`src/rtl/alarm_pkg.sv`:
```
// Shared definitions for the button conditioner: FSM state encoding,
// default timing constants for a 100 MHz system clock, and a small helper.
package alarm_pkg;

    typedef enum logic [1:0] {
        ST_IDLE            = 2'd0,
        ST_CONFIRM_PRESS   = 2'd1,
        ST_HELD            = 2'd2,
        ST_CONFIRM_RELEASE = 2'd3
    } btn_state_e;

    // 10 ms debounce, 500 ms to first repeat, 200 ms between repeats at 100 MHz
    localparam int DEBOUNCE_DEFAULT      = 1_000_000;
    localparam int REPEAT_DELAY_DEFAULT  = 50_000_000;
    localparam int REPEAT_PERIOD_DEFAULT = 20_000_000;

    function automatic int max_int(input int a, input int b);
        return (a > b) ? a : b;
    endfunction

endpackage

```
`src/rtl/button_timer.sv`:
```
// Saturating up-counter with synchronous clear and count enable.
// Clear wins over enable; the count sticks at all-ones instead of wrapping.
module button_timer #(
    parameter int WIDTH = 8
) (
    input  logic             clk,
    input  logic             rst,
    input  logic             clr_i,
    input  logic             en_i,
    output logic [WIDTH-1:0] cnt_o
);

    logic [WIDTH-1:0] cnt_q;
    logic [WIDTH-1:0] cnt_d;

    // next count: clear, saturating increment, or hold
    always_comb begin
        cnt_d = cnt_q;
        if (clr_i) begin
            cnt_d = '0;
        end else if (en_i && (cnt_q != {WIDTH{1'b1}})) begin
            cnt_d = cnt_q + 1'b1;
        end
    end

    // count register, cleared asynchronously
    always_ff @(posedge clk or posedge rst) begin
        if (rst) begin
            cnt_q <= '0;
        end else begin
            cnt_q <= cnt_d;
        end
    end

    assign cnt_o = cnt_q;

endmodule

```
`src/rtl/button_conditioner.sv`:
```
// Debounces a synchronized push-button level and produces press, release
// and auto-repeat pulses. All outputs are registered.
//
// state              | meaning
// -------------------+---------------------------------------------------
// ST_IDLE            | released and stable, waiting for a 1 sample
// ST_CONFIRM_PRESS   | counting consecutive 1 samples toward a press
// ST_HELD            | accepted press; hold timer runs, repeats may fire
// ST_CONFIRM_RELEASE | counting consecutive 0 samples; hold timer frozen
module button_conditioner
    import alarm_pkg::*;
#(
    parameter int DEBOUNCE_CYCLES = DEBOUNCE_DEFAULT,
    parameter int REPEAT_DELAY    = REPEAT_DELAY_DEFAULT,
    parameter int REPEAT_PERIOD   = REPEAT_PERIOD_DEFAULT
) (
    input  logic clk,
    input  logic rst,
    input  logic sig_sync,
    input  logic repeat_en,
    output logic pressed,
    output logic press_pulse,
    output logic release_pulse,
    output logic repeat_pulse
);

    localparam int DB_W   = $clog2(DEBOUNCE_CYCLES + 1);
    localparam int HOLD_W = $clog2(max_int(REPEAT_DELAY, REPEAT_PERIOD) + 1);

    // Compare against N-1: the edge that sees the N-th qualifying sample acts.
    localparam logic [DB_W-1:0]   DB_LAST     = DB_W'(DEBOUNCE_CYCLES - 1);
    localparam logic [HOLD_W-1:0] DELAY_LAST  = HOLD_W'(REPEAT_DELAY - 1);
    localparam logic [HOLD_W-1:0] PERIOD_LAST = HOLD_W'(REPEAT_PERIOD - 1);

    btn_state_e        state_q, state_d;
    logic [DB_W-1:0]   db_cnt;
    logic              db_clr, db_en;
    logic [HOLD_W-1:0] hold_cnt;
    logic              hold_clr, hold_en, hold_active, tick;
    logic              rep_phase_q, rep_phase_d;
    logic              pressed_q, pressed_d;
    logic              press_q, press_d;
    logic              release_q, release_d;
    logic              repeat_q, repeat_d;

    button_timer #(.WIDTH(DB_W)) u_db_timer (
        .clk   (clk),
        .rst   (rst),
        .clr_i (db_clr),
        .en_i  (db_en),
        .cnt_o (db_cnt)
    );

    button_timer #(.WIDTH(HOLD_W)) u_hold_timer (
        .clk   (clk),
        .rst   (rst),
        .clr_i (hold_clr),
        .en_i  (hold_en),
        .cnt_o (hold_cnt)
    );

    // debounce FSM: next state, debounce counter control, press/release events
    always_comb begin
        state_d   = state_q;
        db_clr    = 1'b0;
        db_en     = 1'b0;
        pressed_d = pressed_q;
        press_d   = 1'b0;
        release_d = 1'b0;
        case (state_q)
            ST_IDLE: begin
                if (sig_sync) begin
                    state_d = ST_CONFIRM_PRESS;
                    db_en   = 1'b1;
                end else begin
                    db_clr = 1'b1;
                end
            end
            ST_CONFIRM_PRESS: begin
                if (!sig_sync) begin
                    state_d = ST_IDLE;
                    db_clr  = 1'b1;
                end else if (db_cnt == DB_LAST) begin
                    state_d   = ST_HELD;
                    db_clr    = 1'b1;
                    pressed_d = 1'b1;
                    press_d   = 1'b1;
                end else begin
                    db_en = 1'b1;
                end
            end
            ST_HELD: begin
                if (!sig_sync) begin
                    state_d = ST_CONFIRM_RELEASE;
                    db_en   = 1'b1;
                end else begin
                    db_clr = 1'b1;
                end
            end
            ST_CONFIRM_RELEASE: begin
                if (sig_sync) begin
                    state_d = ST_HELD;
                    db_clr  = 1'b1;
                end else if (db_cnt == DB_LAST) begin
                    state_d   = ST_IDLE;
                    db_clr    = 1'b1;
                    pressed_d = 1'b0;
                    release_d = 1'b1;
                end else begin
                    db_en = 1'b1;
                end
            end
            default: begin
                state_d = ST_IDLE;
                db_clr  = 1'b1;
            end
        endcase
    end

    // Hold timer counts only edges that keep the FSM in HELD, so it freezes
    // through a release bounce. After the first tick it restarts per period.
    always_comb begin
        hold_active = (state_q == ST_HELD) && sig_sync;
        tick        = hold_active &&
                      (hold_cnt == (rep_phase_q ? PERIOD_LAST : DELAY_LAST));
        hold_en     = hold_active;
        hold_clr    = tick || press_d;
        rep_phase_d = rep_phase_q;
        if (press_d) begin
            rep_phase_d = 1'b0;
        end else if (tick) begin
            rep_phase_d = 1'b1;
        end
        repeat_d = tick && repeat_en;
    end

    // state and output registers, all forced to zero by reset
    always_ff @(posedge clk or posedge rst) begin
        if (rst) begin
            state_q     <= ST_IDLE;
            rep_phase_q <= 1'b0;
            pressed_q   <= 1'b0;
            press_q     <= 1'b0;
            release_q   <= 1'b0;
            repeat_q    <= 1'b0;
        end else begin
            state_q     <= state_d;
            rep_phase_q <= rep_phase_d;
            pressed_q   <= pressed_d;
            press_q     <= press_d;
            release_q   <= release_d;
            repeat_q    <= repeat_d;
        end
    end

    assign pressed       = pressed_q;
    assign press_pulse   = press_q;
    assign release_pulse = release_q;
    assign repeat_pulse  = repeat_q;

endmodule

```
`config.mk`:
```
export PLATFORM = sky130hd
export DESIGN_NAME = button_conditioner
export DESIGN_NICKNAME = d
export VERILOG_FILES = /design/src/rtl/alarm_pkg.sv /design/src/rtl/button_timer.sv /design/src/rtl/button_conditioner.sv
export SDC_FILE = /design/constraint.sdc
export NUM_CORES = 1
export LEC_CHECK = 0
export ABC_AREA = 1
export CAP_MARGIN = 0
export CELL_PAD_IN_SITES_DETAIL_PLACEMENT = 1
export CELL_PAD_IN_SITES_GLOBAL_PLACEMENT = 2
export CORE_ASPECT_RATIO = 0.6
export CORE_UTILIZATION = 35
export CTS_CLUSTER_DIAMETER = 150
export DETAILED_ROUTE_END_ITERATION = 7
export PLACE_DENSITY_LB_ADDON = 0.08
export SLEW_MARGIN = 30
export SYNTH_ARGS = -nofsm -noshare
export SYNTH_HDL_FRONTEND = slang
export SYNTH_SLANG_ARGS = --single-unit
```
`constraint.sdc`:
```
create_clock -name clk -period 2 [get_ports clk]
set_clock_uncertainty 0.15 [all_clocks]
set_input_delay 0.2 -clock clk [delete_from_list [all_inputs] [get_ports clk]]
set_output_delay 0.2 -clock clk [all_outputs]
set_load 0.02 [all_outputs]
```
==> run_results.csv <==
group,metric,value,unit
global_route,grt_use_total,26.5,%
power_and_ir_drop,power.density,628,nW/µm²
yosys,yosysUniqueCellTypes,32,
power_and_ir_drop,finalPower,0.00290,W
yosys,yosys_most_used_dff,"dfrtp_1",
layout,num_antenna_cells,0,
power_and_ir_drop,vdd_drop_max,0.382,mV
clock_tree,root_buffer,"clkbuf_16",
sta,setup_viol,0,
sta,timing.fmax,0.519,GHz
critical_path,arrival,2.01,ns
drt,wl,13500,µm
clock_tree,clk_pin_slew,0.08,ns
critical_path,worstReg2RegEnd,"u_db_timer.cnt_o[16]",
yosys,synth-edff-count,0,
critical_path,cp-end-kind,"flop",
sta,hold_ws,0.117,ns
sta,hold_violations,0,
critical_path,ff2ff_path_depth,11,
global_route,overflow,0,
critical_path,path_class,"flop to flop",
placed_design,port_buffers,7,
global_route,grt_pass1_vias,3725,
sta,drv_slew,0,
drt,first_pass_iters,4,
floorplan,core_area,9950,µm²
drt,routed_via_density,5.14,
layout,layout-drive-gt1-share,21.6,%
yosys,synth-seq-area-share,36.6,%
yosys,syn-cell-area,3630,µm²
critical_path,rrSetupSlack,0.07,ns
clock_tree,cts_tree,"done",
global_route,antenna_found_initial,0,
outcome,status,"completed",
drt,vias,3872,
floorplan,die_w,133,µm
yosys,async_reset_ff_share,100,%
yosys,synthCells,543,
clock_tree,cts.sinks,53,
critical_path,start_kind,"flop",
floorplan,initial_core_util,36.5,%
sta,worstMarginPinSlew,0.428,ns
floorplan,die_h,80.9,µm
drt,antenna_left,0,
sta,slew_headroom,71.2,%
critical_path,path_max_fanout,4,
min_path,hp-class,"input port to async pin",
clock_tree,insertion_delay,0.30,ns
placed_design,dpl.hpwl,10700,µm
drt,route.detailed.drc,0,
global_route,grt_max_degree,54,
yosys,synth_warnings,0,
yosys,syn_nets,549,
floorplan,pin_count,8,
drt,wl_per_cell,17.9,µm
clock_tree,cts_buffers,5,
global_route,grt_pass1_wl,21200,µm
floorplan,die_area,10800,µm²
power_and_ir_drop,leakagePower,2.30,nW
layout,layout.nets,624,
clock_tree,hold_buffers,0,
sta,finalCriticalPeriod,1.93,ns
yosys,ys_ff_latch,53,
clock_tree,clk_path_buf_depth,2,
critical_path,worstPathRequired,2.09,ns
job,cap_violations,0,
placed_design,gp_congestion,0.929,
clock_tree,cts_max_level,2,
drt,drt_iter0_markers,295,
sta,fin_crit_sh,96.4,%
floorplan,num_rows,28,
yosys,avgSynthCellArea,6.68,µm²
layout,area_delta_synth_final,27.1,%
critical_path,rr_startpoint,"u_db_timer.cnt_o[1]",
==> through the flow <==
stage	util, %	setup TNS, ns	cell area [µm²]	setup WS (ns)	cells
6_report	46.4	0	4610	0.0723	754
5_1_grt	46.4	-0.101	4610	-0.0422	754
4_1_cts	44.6	0	4440	0.0263	745
3_5_place_dp	43.0	-0.643	4280	-0.0866	737
3_3_place_gp	43.0	-0.496	4280	-0.0802	737
2_1_floorplan	-	0	3630	0.229	543
==> report_power, final <==
group	internal, W	switching, W
Sequential	0.00117	0.000120
Clock	0.000469	0.000433
Combinational	0.000277	0.000421
Total	0.00192	0.000975
==> repair_timing <==
| item | 4_1_cts | 5_1_grt |
|---|---|---|
| gates cloned | 0 | 0 |
| buffers inserted | 0 | 9 |
| gates resized for setup | 5 | 31 |
| setup endpoints to repair | 12 | 43 |
| pin swaps | 0 | 8 |
==> final cells by class <==
type | count | area, µm²
fill | 1319 | 5340
multi-input combinational | 408 | 2070
sequential | 53 | 1330
timing repair buffer | 79 | 627
inverter | 71 | 277
tap | 135 | 169
clock buffer | 6 | 129
clock inverter | 2 | 13.8
==> worst max-delay path, stage by stage (launching register included) <==
cell and delay [ns]:
dfrtp_1 0.41, ha_4 0.17, nand3_4 0.10, inv_4 0.09, nand2_2 0.06, nor2_2 0.12
nand3b_1 0.21, buf_4 0.20, buf_4 0.12, a21oi_1 0.11, a21oi_1 0.05, nor2_1 0.07
==> worst max path at each step <==
stage | startpoint | end | slack (ns) | cells past startpoint
2_1_floorplan | u_hold_timer.cnt_o[0] | u_hold_timer.cnt_o[8] | 0.23 | 11
3_3_place_gp | u_hold_timer.cnt_o[1] | u_hold_timer.cnt_o[17] | -0.08 | 11
3_5_place_dp | u_hold_timer.cnt_o[0] | u_hold_timer.cnt_o[17] | -0.09 | 11
4_1_cts | u_db_timer.cnt_o[0] | u_db_timer.cnt_o[14] | 0.03 | 10
5_1_grt | u_db_timer.cnt_o[1] | u_db_timer.cnt_o[5] | -0.04 | 11
6_report | u_db_timer.cnt_o[1] | u_db_timer.cnt_o[16] | 0.07 | 11
==> synthesized netlist by cell type, types with 3 or more instances <==
library cell | n | area, µm²
a21oi_1 | 10 | 50.1
buf_2 | 8 | 40.0
dfrtp_1 | 53 | 1330
inv_1 | 63 | 236
inv_2 | 5 | 18.8
nand2_1 | 141 | 529
nand2_2 | 5 | 31.3
nand3_1 | 42 | 210
nand3_2 | 7 | 70.1
nand4_1 | 16 | 100
nor2_1 | 101 | 379
nor2_2 | 8 | 50.1
nor3_1 | 19 | 95.1
nor3b_1 | 3 | 22.5
nor4_1 | 3 | 18.8
o21ai_0 | 15 | 75.1
o21ai_1 | 7 | 35.0
xnor2_1 | 5 | 43.8
xor2_1 | 14 | 123
==> sequential cells by signal, indices dropped and copies added (netlist names), named ones only <==
name	flops
state_q	1
press_pulse	1
release_pulse	1
pressed	1
u_db_timer.cnt_o	20
repeat_pulse	1
u_hold_timer.cnt_o	26
rep_phase_q	1
==> metal layers <==
| metal | vias up | track usage (%) | routed length (µm) |
|---|---|---|---|
| met5 | - | 0 | 0 |
| met4 | 0 | 3.75 | 88 |
| met3 | 6 | 3.75 | 872 |
| met2 | 90 | 33.6 | 4960 |
| met1 | 1909 | 45.1 | 7580 |
| li1 | 1867 | - | - |
==> cell usage in the layout, fill, tap and decap left out, types with 2 or more instances in the layout <==
master | synthesis | routed
nand2_2 | 5 | 8
a21o_1 | 2 | 2
xor2_1 | 14 | 14
nand4_1 | 16 | 16
ha_4 | 0 | 2
xnor2_1 | 5 | 5
nor2_2 | 8 | 16
nor3_1 | 19 | 19
nor3b_1 | 3 | 3
inv_2 | 5 | 6
buf_4 | 1 | 70
nor2_4 | 1 | 3
inv_4 | 1 | 2
a21oi_1 | 10 | 10
nand2_4 | 2 | 2
nand3b_1 | 2 | 2
clkbuf_16 | 0 | 5
nand2_1 | 141 | 137
nand3_1 | 42 | 40
nor4_1 | 3 | 3
inv_1 | 63 | 61
o21ai_0 | 15 | 14
dfrtp_2 | 0 | 3
nand3_2 | 7 | 7
nor2_1 | 101 | 91
o21ai_1 | 7 | 8
dfrtp_1 | 53 | 50
nand3_4 | 0 | 2
inv_6 | 0 | 2
clkdlybuf4s50_1 | 0 | 7
==> logic make-up (layout without fill, tap and decap cells) <==
group	Yosys count	in the layout	share of synthesized area, %
flops	53	53	36.6
xor+xnor	19	19	4.59
fa+ha+maj	2	2	0.690
simple gates	352	352	43.7
compound gates	35	35	5.03
buf+inv	82	158	9.45
(Power assumes the default switching activity.)
